===== src/rtl/stopwatch_mux_display_pkg.sv =====
// Shared types, 7-segment patterns and decode helper for the stopwatch display slice.
// Segment patterns are active low, bit order {g,f,e,d,c,b,a}.
package stopwatch_mux_display_pkg;

  typedef logic [3:0] bcd_t;

  localparam logic [6:0] SEG_BLANK = 7'h7F;
  localparam logic [6:0] SEG_D0    = 7'h40;
  localparam logic [6:0] SEG_D1    = 7'h79;
  localparam logic [6:0] SEG_D2    = 7'h24;
  localparam logic [6:0] SEG_D3    = 7'h30;
  localparam logic [6:0] SEG_D4    = 7'h19;
  localparam logic [6:0] SEG_D5    = 7'h12;
  localparam logic [6:0] SEG_D6    = 7'h02;
  localparam logic [6:0] SEG_D7    = 7'h78;
  localparam logic [6:0] SEG_D8    = 7'h00;
  localparam logic [6:0] SEG_D9    = 7'h10;

  function automatic logic [6:0] seg_decode(input bcd_t d);
    logic [6:0] p;
    case (d)
      4'd0:    p = SEG_D0;
      4'd1:    p = SEG_D1;
      4'd2:    p = SEG_D2;
      4'd3:    p = SEG_D3;
      4'd4:    p = SEG_D4;
      4'd5:    p = SEG_D5;
      4'd6:    p = SEG_D6;
      4'd7:    p = SEG_D7;
      4'd8:    p = SEG_D8;
      4'd9:    p = SEG_D9;
      default: p = SEG_BLANK;
    endcase
    return p;
  endfunction

endpackage


===== src/rtl/stopwatch_mux_display_btn_debounce.sv =====
// Button debouncer: the level follows raw only after raw has disagreed with it for
// DEBOUNCE_CYC consecutive cycles; press is a one-cycle pulse on each new 0->1 level.
module btn_debounce #(
  parameter int DEBOUNCE_CYC = 500_000
) (
  input  logic clk,
  input  logic rst_n,
  input  logic raw,
  output logic level,
  output logic press
);
  localparam int CW = (DEBOUNCE_CYC > 1) ? $clog2(DEBOUNCE_CYC) : 1;
  localparam logic [CW-1:0] CNT_LAST = CW'(DEBOUNCE_CYC - 1);

  logic [CW-1:0] cnt_r;
  logic          level_r;
  logic          press_r;

  // any sample equal to the current level restarts the stability count
  always_ff @(posedge clk or negedge rst_n) begin
    if (!rst_n) begin
      cnt_r   <= '0;
      level_r <= 1'b0;
      press_r <= 1'b0;
    end else if (raw == level_r) begin
      cnt_r   <= '0;
      press_r <= 1'b0;
    end else if (cnt_r == CNT_LAST) begin
      cnt_r   <= '0;
      level_r <= raw;
      press_r <= raw;
    end else begin
      cnt_r   <= cnt_r + CW'(1);
      press_r <= 1'b0;
    end
  end

  assign level = level_r;
  assign press = press_r;

endmodule


===== src/rtl/stopwatch_mux_display.sv =====
// N-digit BCD stopwatch / countdown timer with lap freeze and a multiplexed,
// active-low 7-segment display driven straight onto board pins.
module stopwatch_mux_display
  import stopwatch_mux_display_pkg::*;
#(
  parameter int          CLK_HZ       = 50_000_000,
  parameter int          TICK_HZ      = 100,
  parameter int          SCAN_HZ      = 1000,
  parameter int          N_DIGITS     = 4,
  parameter int          DP_POS       = 2,
  parameter int          DEBOUNCE_CYC = 500_000,
  parameter int          COUNT_DOWN   = 0,
  parameter logic [31:0] PRELOAD      = 32'h0000_6000
) (
  input  logic                clk,
  input  logic                rst_n,
  input  logic                btn_start,
  input  logic                btn_clear,
  input  logic                btn_lap,
  output logic [N_DIGITS-1:0] an,
  output logic [6:0]          seg,
  output logic                seg_p,
  output logic                led_run,
  output logic                led_flag
);
  localparam int DIV      = CLK_HZ / TICK_HZ;
  localparam int SCAN_DIV = CLK_HZ / SCAN_HZ;
  localparam int W        = N_DIGITS * 4;
  localparam int PW       = $clog2(DIV);
  localparam int SW       = (SCAN_DIV > 1) ? $clog2(SCAN_DIV) : 1;
  localparam int IW       = (N_DIGITS > 1) ? $clog2(N_DIGITS) : 1;
  localparam bit DOWN     = (COUNT_DOWN != 0);

  localparam logic [W-1:0]  RELOAD     = DOWN ? PRELOAD[W-1:0] : '0;
  localparam logic [PW-1:0] PRESC_LAST = PW'(DIV - 1);
  localparam logic [SW-1:0] SCAN_LAST  = SW'(SCAN_DIV - 1);
  localparam logic [IW-1:0] IDX_LAST   = IW'(N_DIGITS - 1);

  logic          start_ev_s, clear_ev_s, lap_ev_s;
  logic [2:0]    db_level_unused_s;
  logic          run_r, run_nx_s, lap_r, flag_r;
  logic [PW-1:0] presc_r;
  logic [W-1:0]  count_r, disp_r, count_nx_s;
  logic [N_DIGITS-1:0] roll_s, carry_s;
  logic          tick_s, wrap_s, zero_nx_s, hit_s;
  logic [SW-1:0] scnt_r;
  logic [IW-1:0] idx_r;
  bcd_t          cur_digit_s;
  logic          dp_hit_s;
  logic [N_DIGITS-1:0] an_r;
  logic [6:0]    seg_r;
  logic          segp_r;

  btn_debounce #(.DEBOUNCE_CYC(DEBOUNCE_CYC)) u_db_start (
    .clk(clk), .rst_n(rst_n), .raw(btn_start), .level(db_level_unused_s[0]), .press(start_ev_s));
  btn_debounce #(.DEBOUNCE_CYC(DEBOUNCE_CYC)) u_db_clear (
    .clk(clk), .rst_n(rst_n), .raw(btn_clear), .level(db_level_unused_s[1]), .press(clear_ev_s));
  btn_debounce #(.DEBOUNCE_CYC(DEBOUNCE_CYC)) u_db_lap (
    .clk(clk), .rst_n(rst_n), .raw(btn_lap), .level(db_level_unused_s[2]), .press(lap_ev_s));

  assign tick_s = run_r & (presc_r == PRESC_LAST);

  // Each digit steps only when every lower digit rolls (9 going up, 0 going down);
  // carry is formed from a mask rather than a ripple chain.
  for (genvar g = 0; g < N_DIGITS; g++) begin : g_digit
    bcd_t d_s;
    assign d_s        = count_r[g*4 +: 4];
    assign roll_s[g]  = DOWN ? (d_s == 4'd0) : (d_s == 4'd9);
    assign carry_s[g] = &(roll_s | ~N_DIGITS'((1 << g) - 1));
    assign count_nx_s[g*4 +: 4] = !carry_s[g] ? d_s :
                                  roll_s[g]   ? (DOWN ? 4'd9 : 4'd0) :
                                  DOWN        ? d_s - 4'd1 : d_s + 4'd1;
  end

  assign wrap_s    = &roll_s;
  assign zero_nx_s = (count_nx_s == '0);
  assign hit_s     = tick_s & (DOWN ? zero_nx_s : wrap_s);

  // expiry stops the countdown; a start press at zero in down mode is ignored
  always_comb begin
    if (tick_s && DOWN && zero_nx_s) begin
      run_nx_s = 1'b0;
    end else if (start_ev_s && !(DOWN && (count_r == '0))) begin
      run_nx_s = ~run_r;
    end else begin
      run_nx_s = run_r;
    end
  end

  // run control, prescaler, BCD count, lap freeze and sticky flag; clear has priority
  always_ff @(posedge clk or negedge rst_n) begin
    if (!rst_n) begin
      run_r   <= 1'b0;
      presc_r <= '0;
      count_r <= RELOAD;
      lap_r   <= 1'b0;
      disp_r  <= RELOAD;
      flag_r  <= 1'b0;
    end else if (clear_ev_s) begin
      run_r   <= 1'b0;
      presc_r <= '0;
      count_r <= RELOAD;
      lap_r   <= 1'b0;
      disp_r  <= RELOAD;
      flag_r  <= 1'b0;
    end else begin
      run_r   <= run_nx_s;
      presc_r <= !run_r ? presc_r : (presc_r == PRESC_LAST) ? '0 : presc_r + PW'(1);
      count_r <= tick_s ? count_nx_s : count_r;
      lap_r   <= lap_r ^ lap_ev_s;
      disp_r  <= (lap_r && !lap_ev_s) ? disp_r : count_r;
      flag_r  <= flag_r | hit_s;
    end
  end

  // digit scan free-runs independently of the counter
  always_ff @(posedge clk or negedge rst_n) begin
    if (!rst_n) begin
      scnt_r <= '0;
      idx_r  <= '0;
    end else if (scnt_r == SCAN_LAST) begin
      scnt_r <= '0;
      idx_r  <= (idx_r == IDX_LAST) ? '0 : idx_r + IW'(1);
    end else begin
      scnt_r <= scnt_r + SW'(1);
    end
  end

  assign cur_digit_s = disp_r[{idx_r, 2'b00} +: 4];
  assign dp_hit_s    = (DP_POS >= 0) && (DP_POS < N_DIGITS) && (idx_r == IW'(DP_POS));

  // registered pin drivers, one cycle behind the scan index
  always_ff @(posedge clk or negedge rst_n) begin
    if (!rst_n) begin
      an_r   <= '1;
      seg_r  <= SEG_BLANK;
      segp_r <= 1'b1;
    end else begin
      an_r   <= ~(N_DIGITS'(1) << idx_r);
      seg_r  <= seg_decode(cur_digit_s);
      segp_r <= ~dp_hit_s;
    end
  end

  assign an       = an_r;
  assign seg      = seg_r;
  assign seg_p    = segp_r;
  assign led_run  = run_r;
  assign led_flag = flag_r;

endmodule


===== config.mk =====
export PLATFORM = sky130hd
export DESIGN_NAME = stopwatch_mux_display
export DESIGN_NICKNAME = d
export VERILOG_FILES = /design/src/rtl/stopwatch_mux_display_pkg.sv /design/src/rtl/stopwatch_mux_display_btn_debounce.sv /design/src/rtl/stopwatch_mux_display.sv
export SDC_FILE = /design/constraint.sdc
export NUM_CORES = 1
export LEC_CHECK = 0
export BUFFER_PORTS_ARGS = -buffer_cell sky130_fd_sc_hd__buf_2
export CAP_MARGIN = 20
export CORE_ASPECT_RATIO = 1.5
export CORE_MARGIN = 1
export CORE_UTILIZATION = 55
export DETAILED_ROUTE_END_ITERATION = 8
export MAX_ROUTING_LAYER = met4
export PLACE_DENSITY = 0.72
export SETUP_SLACK_MARGIN = 0.5
export SLEW_MARGIN = 10
export SYNTH_ARGS = -nofsm -noshare
export SYNTH_HDL_FRONTEND = slang
export SYNTH_HIERARCHICAL = 1
export SYNTH_SLANG_ARGS = --single-unit
export TNS_END_PERCENT = 1

===== constraint.sdc =====
create_clock -name clk -period 3 [get_ports clk]
set_input_delay 0.3 -clock clk [delete_from_list [all_inputs] [get_ports clk]]
set_output_delay 0.3 -clock clk [all_outputs]
set_load 0.05 [all_outputs]

; ---- Word level (Yosys, flattened, before mapping)
; Memory sizes are Yosys's and may differ from the RTL's. A register that Yosys moved wholly into a read port is not among the register bits.
; Cells that the tools add are included.
; Widths: inputs -> output; s select.
[op_classes]
add_sub_neg = 10
eq_ne = 15
shifts = 2
n_mux = 32
bitwise = 10
n_reduce_logical = 18
[op_table]
columns = op, count
row1 = $mux 19, 9
row2 = $mux 16, 5
row3 = $add 19x1->19 const B, 4
row4 = $eq 19x19->1 const B, 4
row5 = $mux 4, 7
row6 = $add 16x1->16 const B, 1
row7 = $add 4x1->4 const B, 4
row8 = $eq 16x16->1 const B, 1
row9 = $eq 4x4->1 const B, 4
row10 = $shiftx 16x5->4, 1
row11 = $reduce_and 2->1, 7
row12 = $reduce_bool 2->1, 6
row13 = $mux 1, 10
row14 = $not 1->1, 5
row15 = $eq 2x2->1 const B, 2
row16 = $not 4->4, 1
row17 = $reduce_and 4->1, 1
row18 = $shl 1x2->4 const A, 1
row19 = $eq 1x1->1, 3
row20 = $reduce_and 3->1, 1
row21 = $add 2x1->2 const B, 1
row22 = $and 1x1->1, 2
row23 = $logic_not 1->1, 2
row24 = $mux 2, 1
row25 = 4 further kinds, 4
[word_totals]
ff_bits = 140
romBits = 112
in_bits = 5
output_inout_bits = 14
word_cells = 110
n_memories = 1
[mem_list]
columns = memory, words, width, rd, rd_clocked_by_memory_dff, write_ports, line_no
row1 = (name not given), 16, 7, 1, 1, 0, stopwatch_mux_display_pkg.sv:21  ; case (d)

; ---- Logic depth before layout (Yosys ltp)
; Gate-level depths: netlist of the first run.
[depth]
word_depth = 5
depth_mapped = 8
depth_no_buf = 7

; ---- Cells and area by module
; The synthesis of the first run kept the hierarchy.
[modules_own_cells]
columns = module, n_inst, cells_per_inst, area_per_inst_um2, seq_area_each_um2
row1 = stopwatch_mux_display, 1, 398, 4101.4, 2090.8
row2 = btn_debounce (u_db_clear ...), 2, 108, 1068.5, 525.5
row3 = btn_debounce (u_db_start), 1, 104, 1094.8, 525.5

; ---- Worst setup path after synthesis of the first run
; No wires, ideal clock.
[synth_timing]
path_type = register -> register
from = register presc_r[14]
to = register presc_r[0]
setup_ns = 0.121
t_arrival_ns = 1.880
required_time_ns = 2.879
setup_slack_ns = 0.999
stages_incl_launch_ff = 8
n_path_buf = 2
period_less_slack_ns = 2.001
cell_sequence = dfrtp_1 or4b_4 nor3_4 nand3_1 nand2b_1 clkbuf_1 buf_2 nor2_1
[synth_between]
elab_chain_cells = 4
[synth_rtl]
columns = item, line_no
row1 = "start, declared", stopwatch_mux_display.sv:42  ; logic [PW-1:0] presc_r;
row2 = "start signal, assigned", stopwatch_mux_display.sv:108  ; presc_r <= !run_r ? presc_r : (presc_r == PRESC_LAST) ? '0 : presc_r + PW'(1);
row3 = $eq 19x19->1, stopwatch_mux_display.sv:108
row4 = $mux 19 (2 in a row), stopwatch_mux_display.sv:108
row5 = $mux 19, stopwatch_mux_display.sv:99  ; end else if (clear_ev_s) begin
; Every way passes these cells. The select of a mux whose other input is x is not followed.
; A chain may end at the register's enable or synchronous reset.

; ---- Worst setup path in the final report of the first run
[layout_timing]
from = register presc_r[9]
to = register count_r[6]
[layout_between]
elab_chain_cells = 4
[layout_rtl]
columns = item, line_no
row1 = $eq 19x19->1, stopwatch_mux_display.sv:61  ; assign tick_s = run_r & (presc_r == PRESC_LAST);
row2 = $and 1x1->1, stopwatch_mux_display.sv:61
row3 = $reduce_bool 2->1 (no source line), n/a
row4 = $reduce_and 2->1 (no source line), n/a
row5 = "end signal, assigned", stopwatch_mux_display.sv:109  ; count_r <= tick_s ? count_nx_s : count_r;
row6 = "end, declared", stopwatch_mux_display.sv:43  ; logic [W-1:0] count_r, disp_r, count_nx_s;
; Every way passes these cells.

==> metrics.md, run 1 <==
| Metric | Value |
|---|---|
| Synthesized area per cell | `10.21 sq um` |
| Status | `completed` |
| Post-Syn Area | `7333 sq um` |
| Worst Skew | `between 0.005 and 0.006 ns` |
| Final min period | `2.251 ns` |
| Total track usage | `0.2285` |
| Crit Path Category | `reg2reg` |
| FFs w/ async S/R, synth | `1.000` |
| Synth cell types | `61` |
| Worst-Skew Late Latency | `0.41 ns` |
| Worst IR Drop VDD | `363.2 uV` |
| Pin count of the biggest net entering global routing | `77` |
| Final hold violation count | `0` |
| Root buffer cell | `clkbuf_16` |
| Setup slack at placement | `0.6573 ns` |
| Initial Util | `0.5633` |
| Setup crit end kind | `register` |
| Routed WL per cell | `14.89 um` |
| I/O pin cnt | `19` |
| Final worst setup slack | `0.7489 ns` |
| Antenna-violating nets left | `0` |
| Crit share post-route | `0.7504` |
| Synth Area in Adders | `0.03924` |
| Syn Nets | `746` |
| Post-Route WL | `between 10 and 15 mm` |
| Remaining DRCs | `0` |
| Global-route wire length before repair | `23.81 mm` |
| Initial DRC Count | `roughly 260` |
| Worst-path clk slew | `0.06 ns` |
| Hold Crit Class | `in2reg` |
| Mapped Cells | `718` |
| Vias | `5202` |
| Leak pwr | `3.554 nW` |
| Die X-Extent | `96.28 um` |
| Num CTS Buffers | `17` |
| CP Max Fanout | `8` |
| Die area | `13810 sq um` |
| Layout cells sized above 1 | `0.1228` |
| Final setup violation count | `0` |
| Port bufs | `18` |
| Die Ht | `143.4 um` |
| Core footprint | `13020 sq um` |
| RSZ-0062 raised after global routing | `false` |
| Vias in the first global route | `approximately 5300` |
| Clock Tree Buf Depth | `2` |
| Worst slew pin tran | `a little over 0.9 ns` |
| Flops & latches, synth | `146` |
| Worst setup SP type | `register` |
| Setup TNS | `0 ns` |
| Post-DR vias/cell | `5.729` |
| Initial antenna violation count | `0` |
| Seq/Total Area, Yosys | `0.5001` |
| Worst path arrival time | `~2.6 ns` |
| CTS tree | `yes` |
| Slew headroom | `0.3774` |
| Post-synthesis mux area share | `0.04402` |
| Post-synth EDFFs | `0` |
| Pre-antenna DRT Iters | `4` |
| Critical Path RT | `3.34 ns` |
| Yosys warnings | `6` |
| Postcts setup bufs | `0` |
| Max Cap Violations | `0` |
| Slew Limit Fails | `0` |
| Reg-to-reg slack, setup | `0.75 ns` |
| Post-synthesis compound-gate area fraction | `0.05204` |
| Fmax | `444.2 MHz` |
| Final nets | `about 770` |
| Primary FF master, synth | `dfrtp_1` |
| Post-Synth XOR/XNOR Area | `0.09555` |
| PD cells | `slightly above 500 nW/um^2` |
| GRT overflow | `0` |
| Largest family of logic cells by synthesized area | `simple AND/OR/NAND/NOR gates` |
| Diode count | `0` |
| Placer Congestion | `0.8564` |
| Area delta synth->final | `11.00%` |
| Row count | `51` |
| # clock sinks | `146` |
| CTS H-tree depth | `4` |
| Hpwl dp | `around 9.4 mm` |
| Synth Area in Simple Gates | `0.2419` |
## layout by cell type (no fill, tap or decap), types with 5 or more instances in the layout
cell and count:
a21oi_1 23, and3_1 9, and4_1 6, buf_2 17, clkbuf_16 17, clkbuf_8 5, dfrtp_1 135, dfstp_2 11
ha_1 23, inv_1 26, mux2i_1 21, nand2_1 49, nand3_1 29, nand4_1 34, nor2_1 113, nor2b_1 6
nor3_1 19, nor4_1 13, o21ai_0 21, or3_1 13, xnor2_1 47, xor2_1 33
## cell type report
class	count	area, sq um
sequential	146	3667
fill	1046	4877
multi-input combinational	524	3470
clock buffer	26	509.2
timing repair buffer	23	148.9
tap	159	198.9
clock inverter	4	48.80
inverter	26	97.59
## cell usage after synthesis, drive strengths merged, types with 8 or more instances
cell type | count | area share
mux2i | 21 | 0.029
nor4 | 15 | 0.016
ha | 23 | 0.039
dfstp | 11 | 0.039
xor2 | 33 | 0.039
o21ai | 22 | 0.017
nand3 | 31 | 0.023
nand4 | 38 | 0.037
or3 | 13 | 0.011
nor3 | 20 | 0.015
inv | 26 | 0.013
and3 | 10 | 0.0087
clkbuf | 13 | 0.0070
nor2 | 114 | 0.059
dfrtp | 135 | 0.46
a21oi | 25 | 0.018
nand2 | 49 | 0.025
xnor2 | 47 | 0.056
and4 | 8 | 0.0099
buf | 9 | 0.0068
## power by group
part / total, mW / leakage (nW) / internal, mW / switching, mW
logic: 0.116 / 1.30 / 0.0354 / 0.0810
registers: 2.02 / 1.97 / 1.99 / 0.0261
clock network: 1.99 / 0.276 / 1.24 / 0.750
total: 4.12 / 3.55 / 3.27 / 0.857
## logic make-up after synthesis
| kind of cell | count (synthesis) |
|---|---|
| simple gates | 333 |
| mux | 28 |
| fa+ha+maj | 23 |
| compound gates | 60 |
| buf+inv | 48 |
| flops | 146 |
| xor+xnor | 80 |
## metrics by stage
| step | area (sq um) | std cells | utilization | hold WS (ns) | power (mW) |
|---|---|---|---|---|---|
| finish | 8140 | 908 | 0.6253 | 0.1563 | 4.123 |
| global route | 8140 | 908 | 0.6253 | 0.1487 | 4.268 |
| CTS | 8138 | 908 | 0.6251 | 0.1443 | 4.163 |
| detailed placement | 7570 | 877 | 0.5815 | 0.3756 | 2.169 |
| global placement | 7570 | 877 | 0.5815 | 0.3668 | 2.164 |
| floorplan | 7333 | 718 | - | 0.004409 | 2.108 |
## worst paths after layout
path / from / to / depth (start not counted)
hold / removal: btn_lap / u_db_lap/level$_DFFE_PN0P_ / 2
min in group asynchronous: rst_n / scnt_r[6]$_DFF_PN0_ / 2
setup / recovery: presc_r[9]$_DFFE_PN0N_ / count_r[6]$_DFFE_PN0P_ / 5
setup reg to reg: presc_r[9]$_DFFE_PN0N_ / count_r[6]$_DFFE_PN0P_ / 5
max in group asynchronous: rst_n / u_db_start/cnt_r[11]$_DFF_PN0_ / 3
hold reg to reg: u_db_clear/level$_DFFE_PN0P_ / u_db_clear/press$_DFF_PN0_ / 1
## flip-flops by register name (all words and copies together) (netlist names), 2 cells and up
name,count
scnt_r,16
count_r,16
an,4
u_db_start/cnt_r,19
u_db_clear/cnt_r,19
idx_r,2
presc_r,19
disp_r,16
u_db_lap/cnt_r,19
seg,7
## per-layer routing
layer / vias to the layer above / track usage / share of wire
li1: 2535 / - / -
met1: 2564 / 0.2515 / 0.41
met2: 87 / 0.3983 / 0.55
met3: 16 / 0.04815 / 0.026
met4: 0 / 0.08720 / 0.016
met5: - / - / 0
## worst max-delay path: stages (launching register included)
cell and delay (ns):
dfrtp_1 0.43, or4_1 0.55, nor2_2 0.24, nand4_1 0.31, or4_1 0.50, a21oi_1 0.16
## timing repair
action	4_1_cts	5_1_grt
endpoints found under the hold margin	63	0
setup endpoints to repair	0	2
gates resized for setup	0	1
hold buffers	1	0
Power figures use the tool's default switching activity.
==> run 2, diff against run 1 <==
==> constraint.sdc (replaced) <==
create_clock -name clk -period 2.3 [get_ports clk]
set_input_delay 0.23 -clock clk [delete_from_list [all_inputs] [get_ports clk]]
set_output_delay 0.23 -clock clk [all_outputs]
set_load 0.05 [all_outputs]
==> metrics.md, run 2 (synthesis results as in run 1) <==
| Metric | Value |
|---|---|
| Die area | `13810 sq um` |
| Reg-to-reg slack, setup | `0.06 ns` |
| Die Ht | `~140 um` |
| Crit Path Category | `reg2reg` |
| Vias | `5378` |
| Placer Congestion | `0.8377` |
| Slew Limit Fails | `0` |
| Routed WL per cell | `roughly 16 um` |
| Core footprint | `approximately 13000 sq um` |
| Critical R2R Capture | `count_r[12]$_DFFE_PN0P_` |
| Global-route wire length before repair | `24.67 mm` |
| Leading cell types in the layout, fill and taps excluded | `dfrtp_1, nor2_1, nand2_1, xnor2_1, nand4_1` |
| Area delta synth->final | `14.50%` |
| Remaining DRCs | `0` |
| Placed inst area | `7665 sq um` |
| Worst-Skew Late Latency | `between 0.4 and 0.5 ns` |
| Die X-Extent | `96.28 um` |
| Pre-antenna DRT Iters | `4` |
| Logic gate share of total power | `0.028` |
| Crit share post-route | `0.9757` |
| Port bufs | `18` |
| CP Max Fanout | `5` |
| Status | `completed` |
| Post-Route WL | `14.57 mm` |
| Worst IR Drop VDD | `545.2 uV` |
| CTS tree | `yes` |
| RR Startpoint | `presc_r[11]$_DFFE_PN0N_` |
| Reg2reg path depth | `6` |
| Hpwl dp | `between 9 and 10 mm` |
| Int Pwr | `4.626 mW` |
| Psw | `between 1 and 1.5 mW` |
| Total track usage | `0.2386` |
| # clock sinks | `146` |
| Fin area | `8397 sq um` |
| Setup TNS | `0 ns` |
| Antenna-violating nets left | `0` |
| Worst slew pin tran | `0.5918 ns` |
| Final setup violation count | `0` |
| Switching share of power | `0.2026` |
| Fmax | `around 450 MHz` |
| Pin count of the biggest net entering global routing | `59` |
| Worst Skew | `0.008167 ns` |
| Diode count | `0` |
| Max Cap Violations | `0` |
| RSZ-0062 raised after global routing | `true` |
| Critical Path RT | `approximately 2.7 ns` |
| Setup crit end | `count_r[12]$_DFFE_PN0P_` |
| Worst-path clk slew | `0.06 ns` |
| Initial DRC Count | `257` |
| Post-DR vias/cell | `~5.8` |
| Layout cells sized above 1 | `0.1523` |
| Worst path arrival time | `2.59 ns` |
| I/O pin cnt | `19` |
| Clock power share | `0.519` |
| Initial antenna violation count | `0` |
| CTS H-tree depth | `4` |
| Worst setup SP type | `register` |
| Crit path launch | `presc_r[11]$_DFFE_PN0N_` |
| Register share of total power | `0.453` |
| Final min period | `2.244 ns` |
| Slew headroom | `0.6018` |
| GRT overflow | `0` |
| Final hold violation count | `0` |
| Leak pwr | `3.690 nW` |
| Final nets | `783` |
| Hold Crit Class | `in2reg` |
| Most common cell after layout, fill and taps aside | `dfrtp_1` |
| Initial Util | `0.5633` |
| PD cells | `approximately 700 nW/um^2` |
| Setup crit end kind | `register` |
| Clock Tree Buf Depth | `2` |
| Row count | `51` |
| Num CTS Buffers | `17` |
| Vias in the first global route | `5335` |
| Root buffer cell | `clkbuf_16` |
## run 2: cell type report
type | count | area (sq um)
fill | 1042 | 4621
clock buffer | 22 | 464.2
timing repair buffer | 40 | 292.8
sequential | 146 | 3667
multi-input combinational | 524 | 3497
inverter | 26 | 97.59
clock inverter | 10 | 178.9
tap | 159 | 198.9
## run 2: what timing repair did
item | 4_1_cts | 5_1_grt
hold buffers | 1 | 0
setup endpoints to repair | 60 | 98
resized for setup | 1 | 7
buffers inserted | 1 | 5
hold endpoints to repair | 44 | 0
pin swaps | 2 | 6
## run 2: how the worst min path moves through the flow
stage | from | endpoint | slack, ns | cells after the start
2_1_floorplan | rst_n | count_r[0]$_DFFE_PN0P_ | -0.07 | 0
3_3_place_gp | rst_n | scnt_r[7]$_DFF_PN0_ | 0.21 | 1
3_5_place_dp | rst_n | scnt_r[7]$_DFF_PN0_ | 0.22 | 1
4_1_cts | btn_clear | u_db_clear/level$_DFFE_PN0P_ | 0.06 | 2
5_1_grt | btn_clear | u_db_clear/level$_DFFE_PN0P_ | 0.08 | 2
6_report | btn_clear | u_db_clear/level$_DFFE_PN0P_ | 0.08 | 2
## run 2: through the flow
step / cells / total power, mW / hold WS (ns) / setup WS, ns / utilization
final: 927 / 5.802 / 0.07542 / 0.05580 / 0.6450
after detailed placement: 888 / 2.839 / 0.2196 / 0.06716 / 0.5888
after CTS: 922 / 5.852 / 0.06283 / 0.1498 / 0.6399
after floorplan: 718 / 2.749 / -0.06559 / 0.3072 / -
after global routing: 927 / 5.989 / 0.07848 / 0.01265 / 0.6450
after global placement: 888 / 2.830 / 0.2150 / 0.1415 / 0.5888
## run 2: worst max-delay path, cell delays in order (launching register included)
cell	delay [ns]
dfrtp_1	0.41
or4b_4	0.54
nor3_4	0.29
nand4_1	0.22
buf_4	0.21
or3_1	0.33
a21oi_2	0.17
## run 2: per-layer routing
layer  wire length (um)  vias up  GRT usage  part of all wire
li1                   -     2569          -                 -
met4                313        0     0.1021             0.021
met1               5924     2687     0.2645              0.41
met5                  0        -          -                 0
met2               7932       92     0.4099              0.54
met3                396       30    0.04868             0.027
## run 2: power by group through the flow
stage	combinational [mW]	sequential [mW]	clock, mW
after global placement	0.158	2.67	0
after floorplan	0.0886	2.66	0
after CTS	0.168	2.63	3.06
final	0.163	2.63	3.01
after global routing	0.184	2.63	3.17
after detailed placement	0.166	2.67	0
